### src/rtl/seq_to_para_if.sv
// rtl/seq_to_para_if.sv - word-in / operand-out bundle for the RSA serial-to-parallel collector
interface seq_to_para_if #(
    parameter int RSA_LEN = 512,
    parameter int BUS_W   = 32,
    parameter int CNT_W   = 5
);
    logic               clr;
    logic               wr;
    logic [BUS_W-1:0]   data_in;
    logic [RSA_LEN-1:0] data_out;
    logic               valid;
    logic               done;
    logic               busy;
    logic [CNT_W-1:0]   wcnt;

    modport master (
        output clr, wr, data_in,
        input  data_out, valid, done, busy, wcnt
    );

    modport slave (
        input  clr, wr, data_in,
        output data_out, valid, done, busy, wcnt
    );
endinterface

### src/rtl/seq_to_para.sv
// rtl/seq_to_para.sv - collects BUS_W-bit words, LS word first, into one RSA_LEN-bit operand
module seq_to_para #(
    parameter int RSA_LEN = 512,
    parameter int BUS_W   = 32,
    parameter int CNT_W   = 5
) (
    input  logic        clk,
    input  logic        rst,
    seq_to_para_if.slave bus
);
    localparam int NW = RSA_LEN / BUS_W;

    typedef enum logic [1:0] {IDLE, FILL, FULL} state_t;

    state_t             state_q, state_d;
    logic [RSA_LEN-1:0] data_q, data_d;
    logic [CNT_W-1:0]   wcnt_q, wcnt_d, wcnt_inc;
    logic               valid_q, valid_d;
    logic               done_q, done_d;
    logic               busy_q, busy_d;

    always_comb begin
        state_d  = state_q;
        data_d   = data_q;
        wcnt_d   = wcnt_q;
        valid_d  = valid_q;
        done_d   = 1'b0;
        // A word taken outside FILL always opens a fresh frame, so FULL never overflows.
        wcnt_inc = (state_q == FILL) ? wcnt_q + 1'b1 : CNT_W'(1);
        if (bus.clr) begin
            state_d = IDLE;
            wcnt_d  = '0;
            valid_d = 1'b0;
        end else if (bus.wr) begin
            data_d = {bus.data_in, data_q[RSA_LEN-1:BUS_W]};
            wcnt_d = wcnt_inc;
            if (wcnt_inc == CNT_W'(NW)) begin
                state_d = FULL;
                valid_d = 1'b1;
                done_d  = 1'b1;
            end else begin
                state_d = FILL;
                valid_d = 1'b0;
            end
        end
        busy_d = (state_d == FILL);
    end

    always_ff @(posedge clk) begin
        if (rst) begin
            state_q <= IDLE;
            data_q  <= '0;
            wcnt_q  <= '0;
            valid_q <= 1'b0;
            done_q  <= 1'b0;
            busy_q  <= 1'b0;
        end else begin
            state_q <= state_d;
            data_q  <= data_d;
            wcnt_q  <= wcnt_d;
            valid_q <= valid_d;
            done_q  <= done_d;
            busy_q  <= busy_d;
        end
    end

    assign bus.data_out = data_q;
    assign bus.wcnt     = wcnt_q;
    assign bus.valid    = valid_q;
    assign bus.done     = done_q;
    assign bus.busy     = busy_q;
endmodule

### src/flat_wrapper.sv
// flat-port wrapper written by rule: the top's interface ports become plain ports
module seq_to_para_flat 
#(
    parameter int RSA_LEN = 512,
    parameter int BUS_W   = 32,
    parameter int CNT_W   = 5
)
  (clk, rst, bus_clr, bus_wr, bus_data_in, bus_data_out, bus_valid, bus_done, bus_busy, bus_wcnt);
  seq_to_para_if #(.RSA_LEN(RSA_LEN), .BUS_W(BUS_W), .CNT_W(CNT_W)) bus_i ();
  input  logic clk;
  input  logic rst;
  input wire logic [$bits(bus_i.clr)-1:0] bus_clr;
  input wire logic [$bits(bus_i.wr)-1:0] bus_wr;
  input wire logic [$bits(bus_i.data_in)-1:0] bus_data_in;
  output wire logic [$bits(bus_i.data_out)-1:0] bus_data_out;
  output wire logic [$bits(bus_i.valid)-1:0] bus_valid;
  output wire logic [$bits(bus_i.done)-1:0] bus_done;
  output wire logic [$bits(bus_i.busy)-1:0] bus_busy;
  output wire logic [$bits(bus_i.wcnt)-1:0] bus_wcnt;
  assign bus_i.clr = bus_clr;
  assign bus_i.wr = bus_wr;
  assign bus_i.data_in = bus_data_in;
  assign bus_data_out = bus_i.data_out;
  assign bus_valid = bus_i.valid;
  assign bus_done = bus_i.done;
  assign bus_busy = bus_i.busy;
  assign bus_wcnt = bus_i.wcnt;
  seq_to_para #(.RSA_LEN(RSA_LEN), .BUS_W(BUS_W), .CNT_W(CNT_W)) u_core (.clk(clk), .rst(rst), .bus(bus_i));
endmodule
### config.mk
export PLATFORM = sky130hd
export DESIGN_NAME = seq_to_para_flat
export DESIGN_NICKNAME = d
export VERILOG_FILES = /design/src/rtl/seq_to_para_if.sv /design/src/rtl/seq_to_para.sv /design/src/flat_wrapper.sv
export SDC_FILE = /design/constraint.sdc
export NUM_CORES = 1
export LEC_CHECK = 0
export CAP_MARGIN = 5
export CORE_AREA = 4 4 214 216
export CTS_CLUSTER_DIAMETER = 150
export DETAILED_ROUTE_END_ITERATION = 8
export DIE_AREA = 0 0 218 220
export DONT_BUFFER_PORTS = 1
export PLACE_DENSITY = 0.67
export SLEW_MARGIN = 40
export SYNTH_ARGS = -nofsm -noshare
export SYNTH_HDL_FRONTEND = slang
export SYNTH_SLANG_ARGS = --single-unit
### constraint.sdc
create_clock -name clk -period 1.4 [get_ports clk]
set_input_delay 0.14 -clock clk [delete_from_list [all_inputs] [get_ports clk]]
set_output_delay 0.14 -clock clk [all_outputs]
set_load 0.05 [all_outputs]
# Yosys cells after proc, flatten, opt, wreduce, memory -nomap -nowiden
# Index checks and enable logic that the tools add are counted.
[word_totals]
reg_bits = 522
word_cells = 20
in_bits = 36
output_inout_bits = 520
[classes]
mux = 5
addsub = 1
bitwise = 2
n_eq_ne = 3
reduce_logical = 3
[op_table]
columns = ["operator", "n"]
rows = [
  ["two-way mux 2 bit", 3],
  ["adder 5 x 1 -> 5 bit (second input constant)", 1],
  ["== test 5 bit (second input constant)", 1],
  ["two-way mux 5 bit", 1],
  ["== test 2 x 1 -> 1 bit (second input constant)", 2],
  ["OR reduction 3 bit", 1],
  ["NOT 1 bit", 2],
  ["AND reduction 2 bit", 1],
  ["OR reduction 2 bit", 1],
  ["two-way mux 1 bit", 1],
]

# Longest topological paths before layout
[logic_depth]
ltp_word = 7
depth_mapped = 6
mapped_depth_nobuf = 5

# Least setup slack after synthesis
# No wires, ideal clock.
[synth_path]
path_type = "flip-flop to flip-flop"
start = "register u_core.wcnt_q[1] (netlist: u_core.bus.wcnt[1])"
end = "register u_core.valid_q (netlist: u_core.bus.valid)"
setup_ns = 0.070
t_required_ns = 1.330
period_less_slack_ns = 1.853
n_path_buf = 0
arrival_ns = 1.783
stages_incl_launch_ff = 6
path_slack_ns = -0.453
path_cell_list = "dfxtp_1 -> ha_1 -> and4b_1 -> a211oi_2 -> or3_1 -> a21oi_1"
[synth_between]
elab_chain_len = 4
[synth_lines]
columns = ["element", "line_no", "source"]
rows = [
  ["from (decl)", "seq_to_para.sv:17", "logic [CNT_W-1:0] wcnt_q, wcnt_d, wcnt_inc;"],
  ["from (signal assigned)", "seq_to_para.sv:60", "wcnt_q <= wcnt_d;"],
  ["adder 5 x 1 -> 5 bit", "seq_to_para.sv:29", "wcnt_inc = (state_q == FILL) ? wcnt_q + 1'b1 : CNT_W'(1);"],
  ["two-way mux 5 bit", "seq_to_para.sv:29", ""],
  ["== test 5 bit", "seq_to_para.sv:37", "if (wcnt_inc == CNT_W'(NW)) begin"],
  ["two-way mux 1 bit", "seq_to_para.sv:37", ""],
  ["to (signal assigned)", "seq_to_para.sv:61", "valid_q <= valid_d;"],
  ["to (decl)", "seq_to_para.sv:18", "logic valid_q, valid_d;"],
]
# Every way passes these cells.
# A chain may end at the register's enable or synchronous reset.

==> flow_summary.ini <==
[run_status]
status = complete, but fails checks
violations = negative setup slack

[hold_path]
hold_path_class = in2reg
hold-path-cell-count = 5
holdPathEnd = u_core.bus.data_out[283]
worstHoldStart = bus_clr

[setup_path]
arrival_ps = 2030
r2r_slack_ps = -100
crit_type = reg2reg
worst_r2r_path_depth = 4
endpoint_kind = flop
crit_chain = buf_6 > nand2_1 > a21oi_1 > dlygate4sd3_1
startpoint_type = flop
max_stage_delay_ps = 610
crit_fanout = 2
r2r_start = u_core.bus.data_out[504]
reg2reg_to = u_core.bus.data_out[504]
cp_data_required_time_ps = 1930
critPathSlowestCell = dlygate4sd3_1

[detailed_routing]
first_iter_violations = 2368
drtPass1Iterations = 7
drtAntennaViolNets = 0
wl_per_cell_um = 22.4
wirelength_um = 84900
drc = 0
viasPerCell = 5.47
vias = 20800

[place]
port_buffers = 0
dpl_cell_area_sq_um = 22300
gp_congestion = 0.859
hpwl_um = 43100
dp_cells = 3241

[power]
seq_power_share_pct = 48.1
powerDensity_nw_per_um2 = 1030
switchingPower_w = 0.00731
power_w = 0.0311
power.internal_w = 0.0238
power_frac_clock_pct = 47.3
netSwitchingFraction_pct = 23.5
ir_drop_uv = 1110
power.leakage_nw = 12.6
pwr-share-comb_pct = 4.6

[job]
cap_violations = 0

[global_route]
antenna_found_initial = 0
grt_max_degree = 445
first_global_vias = 20100
overflow = 0
grtUsageTotal_pct = 30.2
grt_pass1_wl_um = 115000

[sta]
finalCritPeriodShare_pct = 107
clock_skew_ps = 19.8
rsz0062_at_grt = true
fin_crit_ps = 1500
finalSetupTns_ps = -1540
finalHoldViolCount = 0
setup_slack_ps = -103
finalSetupViolCount = 56
worstMarginPinSlew_ps = 984
max_freq_ghz = 0.666
maxSlewHeadroom_pct = 34.4
slew_viol_final = 0

[clocking]
cts_num_sinks = 522
cts_buffers = 53
clk_path_buf_depth = 3
cts_tree = built
path_clk_slew_ps = 70
htree_levels = 2
cts-root-buf = clkbuf_16
insertion_delay_ps = 590

[floorplanning]
dieArea_sq_um = 48000
dieHeight_um = 220
coreArea_sq_um = 43900
chipWidth_um = 218
num_io_pins = 556
initial_core_util_pct = 41.1
rows = 77

[finish]
instances_no_fill = 3795
num_antenna_cells = 0
final_common_cell = nand2_1
drive_gt1_share_pct = 26.5
areaGrowthSynthToFinish_pct = 67.5
post-route-cell-area_sq_um = 30200
fin_nets = 3199
regArea_sq_um = 10600
multi_input_area_sq_um = 7060
final_cell_mix = nand2_1, dlygate4sd3_1, a21oi_1, dfxtp_1, buf_4
post-route-util_pct = 68.8
fill_cells = 2817

[synth]
yosysTopAreaCell = dfxtp_1
synthCells = 2276
synth_area_leaders = dfxtp_1, nand2_1, a21oi_1
syn_nets = 2313
ys_seq_area_share_pct = 57.9
syn-cell-area_sq_um = 18100
syn_avg_cell_area_sq_um = 7.93
synth_top_cell_area_share_pct = 57.9
yosys_warnings = 0
ys_ff_latch = 522
ys_types = 27
## worst max-delay path by stage
stage	from	endpoint	slack, ps	cells past startpoint
5_1_grt	u_core.bus.data_out[386]	u_core.bus.data_out[386]	-130	4
3_5_place_dp	u_core.bus.wcnt[0]	u_core.bus.wcnt[3]	-40	4
2_1_floorplan	u_core.bus.wcnt[0]	u_core.bus.valid	-70	5
6_report	u_core.bus.data_out[504]	u_core.bus.data_out[504]	-100	4
3_3_place_gp	u_core.bus.wcnt[0]	u_core.bus.valid	-30	5
4_1_cts	u_core.bus.data_out[404]	bus_data_out[404]	0.06	1
## power by group through the flow
stage                     clock [W]  combinational [W]  sequential [W]
final                        0.0147            0.00143          0.0150
after floorplan                   0           0.000756          0.0155
after global placement            0            0.00105          0.0153
after CTS                    0.0146            0.00126          0.0150
after detailed placement          0            0.00106          0.0153
after global routing         0.0153            0.00149          0.0150
## critical path: cells and delay by family (launching register included)
family / cells / cell delay, ps
DFF: 1 / 360
AOI/OAI and AO/OA: 1 / 220
and+or+nand+nor: 1 / 80
buffers and inverters: 2 / 790
## state kept, by name (all words and copies together) (netlist names)
signal               flops
u_core.bus.data_out    512
u_core.bus.valid         1
u_core.state_q           2
u_core.bus.busy          1
u_core.bus.wcnt          5
u_core.bus.done          1
## cell usage after synthesis
master and n:
a211oi_2 1, a21oi_1 518, a32oi_1 1, and2b_1 1, and3_2 3, and4b_1 1, and4b_2 1, buf_2 61
buf_4 48, buf_6 1, clkbuf_1 63, dfxtp_1 522, ha_1 1, nand2_1 1025, nand2b_1 3, nand3_1 2
nand3b_1 1, nor2_1 6, nor2b_1 2, nor3_1 3, nor3b_1 1, nor4_1 1, o21ai_0 5, or2_2 1
or2b_2 2, or3_1 1, or3b_2 1
## metal layers
metal	vias up	global-route usage, %	part of all wire, %
li1	9114	-	-
met1	9833	32.8	34
met2	1371	50.6	47
met3	435	10.5	11
met4	0	18.7	8.1
met5	-	0	0
## stage by stage
step	hold slack (ps)	setup WS (ps)
after floorplan	276	-74.3
after global placement	245	-27.8
after detailed placement	247	-40.0
after CTS	21.8	0.0614
after global routing	17.7	-131
final	154	-103
## repair_timing
item / in CTS / in global routing
gates resized for setup: 99 / 391
endpoints found under the hold margin: 522 / 32
hold buffers: 474 / 4
pin swaps: 1 / 29
setup endpoints to repair: 68 / 254
buffers inserted: 1 / 1
gates cloned: 0 / 1
## cell type report
| type | count | share of cell area [%] |
|---|---|---|
| multi-input combinational | 1581 | 23.4 |
| clock inverter | 21 | 0.861 |
| tap | 592 | 2.45 |
| sequential | 522 | 35.0 |
| timing repair buffer | 1004 | 33.3 |
| clock buffer | 75 | 4.99 |
## cells by family after synthesis
kind of cell    count (synthesis)  synth area share [%]
simple gates                 1055                  22.4
buf+inv                       173                  5.06
compound gates                525                  14.6
flops                         522                  57.9
fa+ha+maj                       1                0.0693
Note: power is estimated with default switching activity, not from simulation.
